<file path="config.mk">
export PLATFORM = sky130hd
export DESIGN_NAME = alu_arithmetic_unit_flat
export DESIGN_NICKNAME = d
export VERILOG_FILES = /design/src/rtl/alu_arithmetic_unit_if.sv /design/src/rtl/alu_arithmetic_unit.sv /design/src/flat_wrapper.sv
export SDC_FILE = /design/constraint.sdc
export NUM_CORES = 1
export LEC_CHECK = 0
export CORE_UTILIZATION = 57
export CTS_BUF_LIST = sky130_fd_sc_hd__clkbuf_8
export DETAILED_ROUTE_END_ITERATION = 8
export PLACE_DENSITY_LB_ADDON = 0.15
export SETUP_SLACK_MARGIN = 0.5
export SYNTH_ARGS = -nofsm -noshare
export SYNTH_HDL_FRONTEND = slang
export SYNTH_SLANG_ARGS = --single-unit
</file>
<file path="constraint.sdc">
create_clock -name clk -period 1.35 [get_ports clk]
set_clock_uncertainty 0.1 [all_clocks]
set_input_delay 0.2025 -clock clk [delete_from_list [all_inputs] [get_ports clk]]
set_output_delay 0.2025 -clock clk [all_outputs]
set_load 0.01 [all_outputs]
</file>
<file path="src/rtl/alu_arithmetic_unit_if.sv">
// alu_arithmetic_unit_if: operand/result bundle for the 4-bit arithmetic slice.
interface alu_arithmetic_unit_if;
   logic       in_valid;
   logic [3:0] A;
   logic [3:0] B;
   logic       carry_in;
   logic [2:0] opcode;
   logic [3:0] result;
   logic [3:0] left_over;
   logic       carry_out;
   logic       out_valid;
   modport master (output in_valid, A, B, carry_in, opcode, input result, left_over, carry_out, out_valid);
   modport slave (input in_valid, A, B, carry_in, opcode, output result, left_over, carry_out, out_valid);
endinterface

</file>
<file path="src/rtl/alu_arithmetic_unit.sv">
// alu_arithmetic_unit: registered 4-bit add/sub/mul/div, one-cycle latency.
// Define ALU_ARITH_DIV_EN to build the divider; otherwise opcode 011 is unsupported.
module alu_arithmetic_unit (
   input logic clk,
   input logic rst_n,
   alu_arithmetic_unit_if.slave bus
);
   logic [3:0] result_d, result_q, left_over_d, left_over_q;
   logic       carry_out_d, carry_out_q, out_valid_d, out_valid_q;
   logic [4:0] sum, diff;
   logic [7:0] prod;
   always_comb begin
      sum = {1'b0, bus.A} + {1'b0, bus.B} + {4'b0, bus.carry_in};
      // Bit 4 of the 5-bit difference is the borrow out
      diff = {1'b0, bus.A} - {1'b0, bus.B} - {4'b0, bus.carry_in};
      prod = {4'b0, bus.A} * {4'b0, bus.B};
      result_d = result_q;
      left_over_d = left_over_q;
      carry_out_d = carry_out_q;
      out_valid_d = bus.in_valid;
      if (bus.in_valid) begin
         result_d = 4'd0;
         left_over_d = 4'd0;
         carry_out_d = 1'b0;
         case (bus.opcode)
            3'b000: {carry_out_d, result_d} = sum;
            3'b001: {carry_out_d, result_d} = diff;
            3'b010: begin
               {left_over_d, result_d} = prod;
               carry_out_d = |prod[7:4];
            end
`ifdef ALU_ARITH_DIV_EN
            3'b011: begin
               result_d = (bus.B == 4'd0) ? 4'hf : bus.A / bus.B;
               left_over_d = (bus.B == 4'd0) ? bus.A : bus.A % bus.B;
               carry_out_d = (bus.B == 4'd0);
            end
`endif
            default: ;
         endcase
      end
   end
   always_ff @(posedge clk or negedge rst_n) begin
      if (!rst_n) begin
         result_q <= 4'd0;
         left_over_q <= 4'd0;
         carry_out_q <= 1'b0;
         out_valid_q <= 1'b0;
      end else begin
         result_q <= result_d;
         left_over_q <= left_over_d;
         carry_out_q <= carry_out_d;
         out_valid_q <= out_valid_d;
      end
   end
   assign bus.result = result_q;
   assign bus.left_over = left_over_q;
   assign bus.carry_out = carry_out_q;
   assign bus.out_valid = out_valid_q;
endmodule

</file>
<file path="src/flat_wrapper.sv">
// flat-port wrapper written by rule: the top's interface ports become plain ports
module alu_arithmetic_unit_flat 
  (clk, rst_n, bus_in_valid, bus_A, bus_B, bus_carry_in, bus_opcode, bus_result, bus_left_over, bus_carry_out, bus_out_valid);
  alu_arithmetic_unit_if bus_i ();
  input logic clk;
  input logic rst_n;
  input wire logic [$bits(bus_i.in_valid)-1:0] bus_in_valid;
  input wire logic [$bits(bus_i.A)-1:0] bus_A;
  input wire logic [$bits(bus_i.B)-1:0] bus_B;
  input wire logic [$bits(bus_i.carry_in)-1:0] bus_carry_in;
  input wire logic [$bits(bus_i.opcode)-1:0] bus_opcode;
  output wire logic [$bits(bus_i.result)-1:0] bus_result;
  output wire logic [$bits(bus_i.left_over)-1:0] bus_left_over;
  output wire logic [$bits(bus_i.carry_out)-1:0] bus_carry_out;
  output wire logic [$bits(bus_i.out_valid)-1:0] bus_out_valid;
  assign bus_i.in_valid = bus_in_valid;
  assign bus_i.A = bus_A;
  assign bus_i.B = bus_B;
  assign bus_i.carry_in = bus_carry_in;
  assign bus_i.opcode = bus_opcode;
  assign bus_result = bus_i.result;
  assign bus_left_over = bus_i.left_over;
  assign bus_carry_out = bus_i.carry_out;
  assign bus_out_valid = bus_i.out_valid;
  alu_arithmetic_unit u_core (.clk(clk), .rst_n(rst_n), .bus(bus_i));
endmodule
</file>
==> metrics.txt, run 1 <==
run status=aborted with a tool error; Fail Step=4_1_cts; Run Error=[ERROR DPL-0038] Utilization greater than 100%, impossible to legalize; XOR/XNOR share of the synthesized area=roughly 5.7%; # rows=16; Final GP Congestion=around 0.82; setup bufs post-CTS=10; largest family of logic cells by synthesized area=adder cells; H-tree levels=1; IO Pins=25; Adder-Cell Fraction of Synth Area=35.2%; post-synthesis register bit count=10; die span in x=around 49 um; Port Buf Inserts=24; Yosys cell types=32; clock root cell=clkbuf_8; syn_nets=~180; CTS Hold Bufs=0; clk sinks=10; ys flop type=dfrtp_1; placed cells=approximately 220; Seq/Total Area, Yosys=between 20% and 30%; Initial Util=61.8%; Post-synth EDFFs=0; Num CTS Buffers=3; synthesized-area fraction occupied by ao, oa, aoi and oai cells=between 10% and 20%; Syn Inst Count=134; deepest clock path buffer count=2; Async SR Flop Fraction=100%; Post-Syn Area=approximately 1200 um2; post-synthesis mux area share=approximately 1.6%; DP HPWL=roughly 3.3 mm; post-CTS sizing=between 100 and 150; synth warn=0; die extent in y=48.6 um; worst slack, placed=-2.24 ns; Post-Synth Simple-Gate Area=between 10% and 20%; syn_area_per_cell=roughly 9 um2
-- cell usage after synthesis (2+ instances only) --
master     number  share of area (%)
xnor2_1         3                2.1
ha_1           22                 22
dfrtp_1        10                 20
a21oi_1         4                1.6
nand2b_1        3                1.5
mux2i_1         2                1.6
inv_1          19                5.8
xor2_1          5                3.5
nand2_1         8                2.4
a31oi_1         3                1.5
nor2_1         14                4.3
fa_1            8                 13
and2_1          4                2.0
o2111ai_1       3                2.1
o2bb2ai_1       6                4.3
clkbuf_1        2               0.61
o21ai_0         3                1.2
-- stage by stage --
stage	util, %	area, um2
2_1_floorplan	-	1290
3_3_place_gp	93.3	1870
3_5_place_dp	93.3	1870
-- kinds of logic after synthesis --
| family | count (synthesis) |
|---|---|
| buffers and inverters | 22 |
| muxes | 2 |
| xor gates and xnor gates | 8 |
| adders and majority gates | 30 |
| AOI/OAI and AO/OA | 26 |
| DFF | 10 |
| and+or+nand+nor | 36 |
==> run 2: changes to the inputs <==
--- a/config.mk
+++ b/config.mk
@@ -5,11 +5,10 @@
 export SDC_FILE = /design/constraint.sdc
 export NUM_CORES = 1
 export LEC_CHECK = 0
-export CORE_UTILIZATION = 57
-export CTS_BUF_LIST = sky130_fd_sc_hd__clkbuf_8
+export CORE_AREA = 2 2 63 65
 export DETAILED_ROUTE_END_ITERATION = 8
+export DIE_AREA = 0 0 65 67
 export PLACE_DENSITY_LB_ADDON = 0.15
-export SETUP_SLACK_MARGIN = 0.5
 export SYNTH_ARGS = -nofsm -noshare
 export SYNTH_HDL_FRONTEND = slang
 export SYNTH_SLANG_ARGS = --single-unit
==> run 2 against run 1 <==
The flow now finishes, with violations (negative setup slack). Synthesized area is the same. Synthesized cell count is the same.
==> metrics.txt, run 2 <==
Period minus WS final=between 2 and 3 ns; Final period util=196%; gr usage total=between 10% and 20%; Worst VDD drop=about 270 uV; FF/Latch Area=between 200 and 300 um2; most frequent cells in the layout=buf_4 (41), ha_1 (15), inv_1 (13), nor2_1 (13), buf_6 (12); Post-route DRC=0; relative slew slack=about 69%; ys flop type=dfrtp_1; largest net degree at the start of global routing=11; most frequent cells after synthesis=ha_1 (22), inv_1 (19), nor2_1 (14), dfrtp_1 (10); Slew Viols, Final=0; die span in x=65 um (+34%); Final GP Congestion=0.750 (-8.4%); Ant. Diodes=0; Seq/Total Area, Yosys=20.2% (unchanged); Max-Cap Viols=0; initial antenna violation count=0; Async SR Flop Fraction=100% (unchanged); deepest clock path buffer count=2 (unchanged); WS Path Type=input pin to flip-flop; fillcell total=308; syn_nets=179 (unchanged); drt pass-1 iters=4; Die Area=approximately 4400 um2; worst hold path type=input pin to async pin; crit path DAT=2.71 ns; commonest non-fill, non-tap cell in the layout=buf_4; worst-path cell chain=buf_8, nand2_8, fa_1, inv_2, fa_1, ha_1, a211oi_2, or4b_1, o2111ai_2, and4b_1, o221ai_2; area of the multi-input gates=about 1100 um2; CP startpoint kind=input pin; RSZ-0062 raised after global routing=true; Final Hold Viols=0; Num CTS Buffers=3 (unchanged); nets=between 200 and 300; setup ws final=-1.30 ns; # rows=22 (+6); post-synthesis register bit count=10 (unchanged); crit-path most repeated cell=fa_1; Largest stage delay, worst path=between 0.5 and 0.6 ns; CP Capture Type=flip-flop; routed len/inst=approximately 12 um; clk slew on worst S/H paths=roughly 0.05 ns; syn_area_per_cell=9.23 um2 (unchanged); placed cells=245 (+9.4%); non-filler cells in the finished layout=256; first-pass GRT wire length=~5.3 mm; worst-margin pin slew=0.462 ns; vias in the first global route=between 1000 and 1500; slowest stage cell on the critical path=fa_1; IO Pins=25 (unchanged); Max FO, Critical Path=2; share of layout cells above drive strength 1=~45%; clock root cell=clkbuf_8; Iteration-0 DRC Markers=50; top cell type's share of synthesized area=22.3% (unchanged); failing checks=negative setup slack; run status=finished, violations left; CTS Hold Bufs=0 (unchanged); DP HPWL=2.62 mm (-19%); clk sinks=10 (unchanged); H-tree levels=1 (unchanged); area grow syn2layout=75.8%; Leakage=between 1 and 1.5 nW; via density per instance=roughly 4.8; Post-Syn Area=1240 um2 (unchanged); CTS tree=done; top post-synthesis cells by area=ha_1 (22%), dfrtp_1 (20%), fa_1 (13%), inv_1 (5.8%), nor2_1 (4.3%); synth warn=0 (unchanged); Post-Route Setup TNS=-7.98 ns; worst slack, placed=-2.17 ns (+0.0717 ns); sum of buffers and inverters on the critical path=2; setup violators final=9; fmax=roughly 380 MHz; GRT overflow=0; Clock Latency Late Sink=about 0.24 ns; cell family with most CP delay=adder cells; die extent in y=67 um (+38%); Core Area=3610 um2; Port Buf Inserts=24 (unchanged); pwr dens=~720 nW/um2; Total Wirelength=roughly 3.2 mm; Syn Inst Count=134 (unchanged); post-synth top area cell=ha_1; count leader, synth=ha_1; Final ANT Viol Nets=0; CP required=1.41 ns; Initial Util=34.3% (-27 points); Post-synth EDFFs=0 (unchanged); vias=around 1200; Yosys cell types=32 (unchanged)
==> run 2: cell counts after synthesis <==
Identical to the previous run, type by type.
==> run 2: final cells by class <==
type                            instances  share of cell area [%]
Tap cell                               48                    2.76
Sequential cell                        10                    11.5
Timing Repair Buffer                   72                    29.2
Clock buffer                            4                    2.53
Inverter                               20                    3.91
Multi-Input combinational cell        102                    50.1
==> run 2: final timing paths <==
kind | from | end | slack [ns] | cells after the start
setup / recovery | bus_B[1] | u_core.bus.carry_out$_DFFE_PN0P_ | -1.30 | 11
hold / removal | rst_n | u_core.bus.left_over[3]$_DFFE_PN0P_ | 0.18 | 1
setup reg to reg | u_core.bus.left_over[3]$_DFFE_PN0P_ | u_core.bus.left_over[3]$_DFFE_PN0P_ | 0.55 | 1
hold reg to reg | u_core.bus.result[0]$_DFFE_PN0P_ | u_core.bus.result[0]$_DFFE_PN0P_ | 0.38 | 1
max in group asynchronous | rst_n | u_core.bus.result[2]$_DFFE_PN0P_ | 0.65 | 1
min in group clk | u_core.bus.result[0]$_DFFE_PN0P_ | u_core.bus.result[0]$_DFFE_PN0P_ | 0.38 | 1
==> run 2: report_power, final <==
group | internal (W) | switching (W)
Clock | 0.000257 | 0.000128
Combinational | 0.000475 | 0.000363
Sequential | 0.000325 | 0.0000139
Total | 0.00106 | 0.000505
==> run 2: metal layers <==
layer  wire, um  vias to the layer above  global-route usage, %
li1           -                      611                      -
met1       1380                      586                   18.4
met2       1650                       21                   29.3
met3         94                        5                   1.18
met4         52                        0                   6.38
met5          0                        -                      0
==> run 2: kinds of logic (layout without fill, tap and decap cells) <==
group / after synthesis / count (layout) / synth area share, %
muxes: 2 / 2 / 1.62
DFF: 10 / 10 / 20.2
adders and majority gates: 30 / 30 / 35.2
AOI/OAI and AO/OA: 26 / 26 / 16.1
buffers and inverters: 22 / 96 / 6.68
and+or+nand+nor: 36 / 36 / 14.5
xor gates and xnor gates: 8 / 8 / 5.67
==> run 2: timing repair <==
action / CTS / global route
setup endpoints to repair: 19 / 9
pin swaps: 19 / 13
resized for setup: 75 / 15
setup buffers: 7 / 1
==> run 2: stage by stage <==
stage               power, W  instance area, um2  hold slack [ns]  utilization (%)
floorplan           0.000683                1290           -0.193                -
global placement     0.00103                1890            0.367             52.5
detailed placement   0.00104                1890            0.374             52.5
CTS                  0.00153                2100            0.194             58.2
global route         0.00167                2170            0.215             60.3
finish               0.00156                2170            0.181             60.3
(Power assumes the default switching activity.)
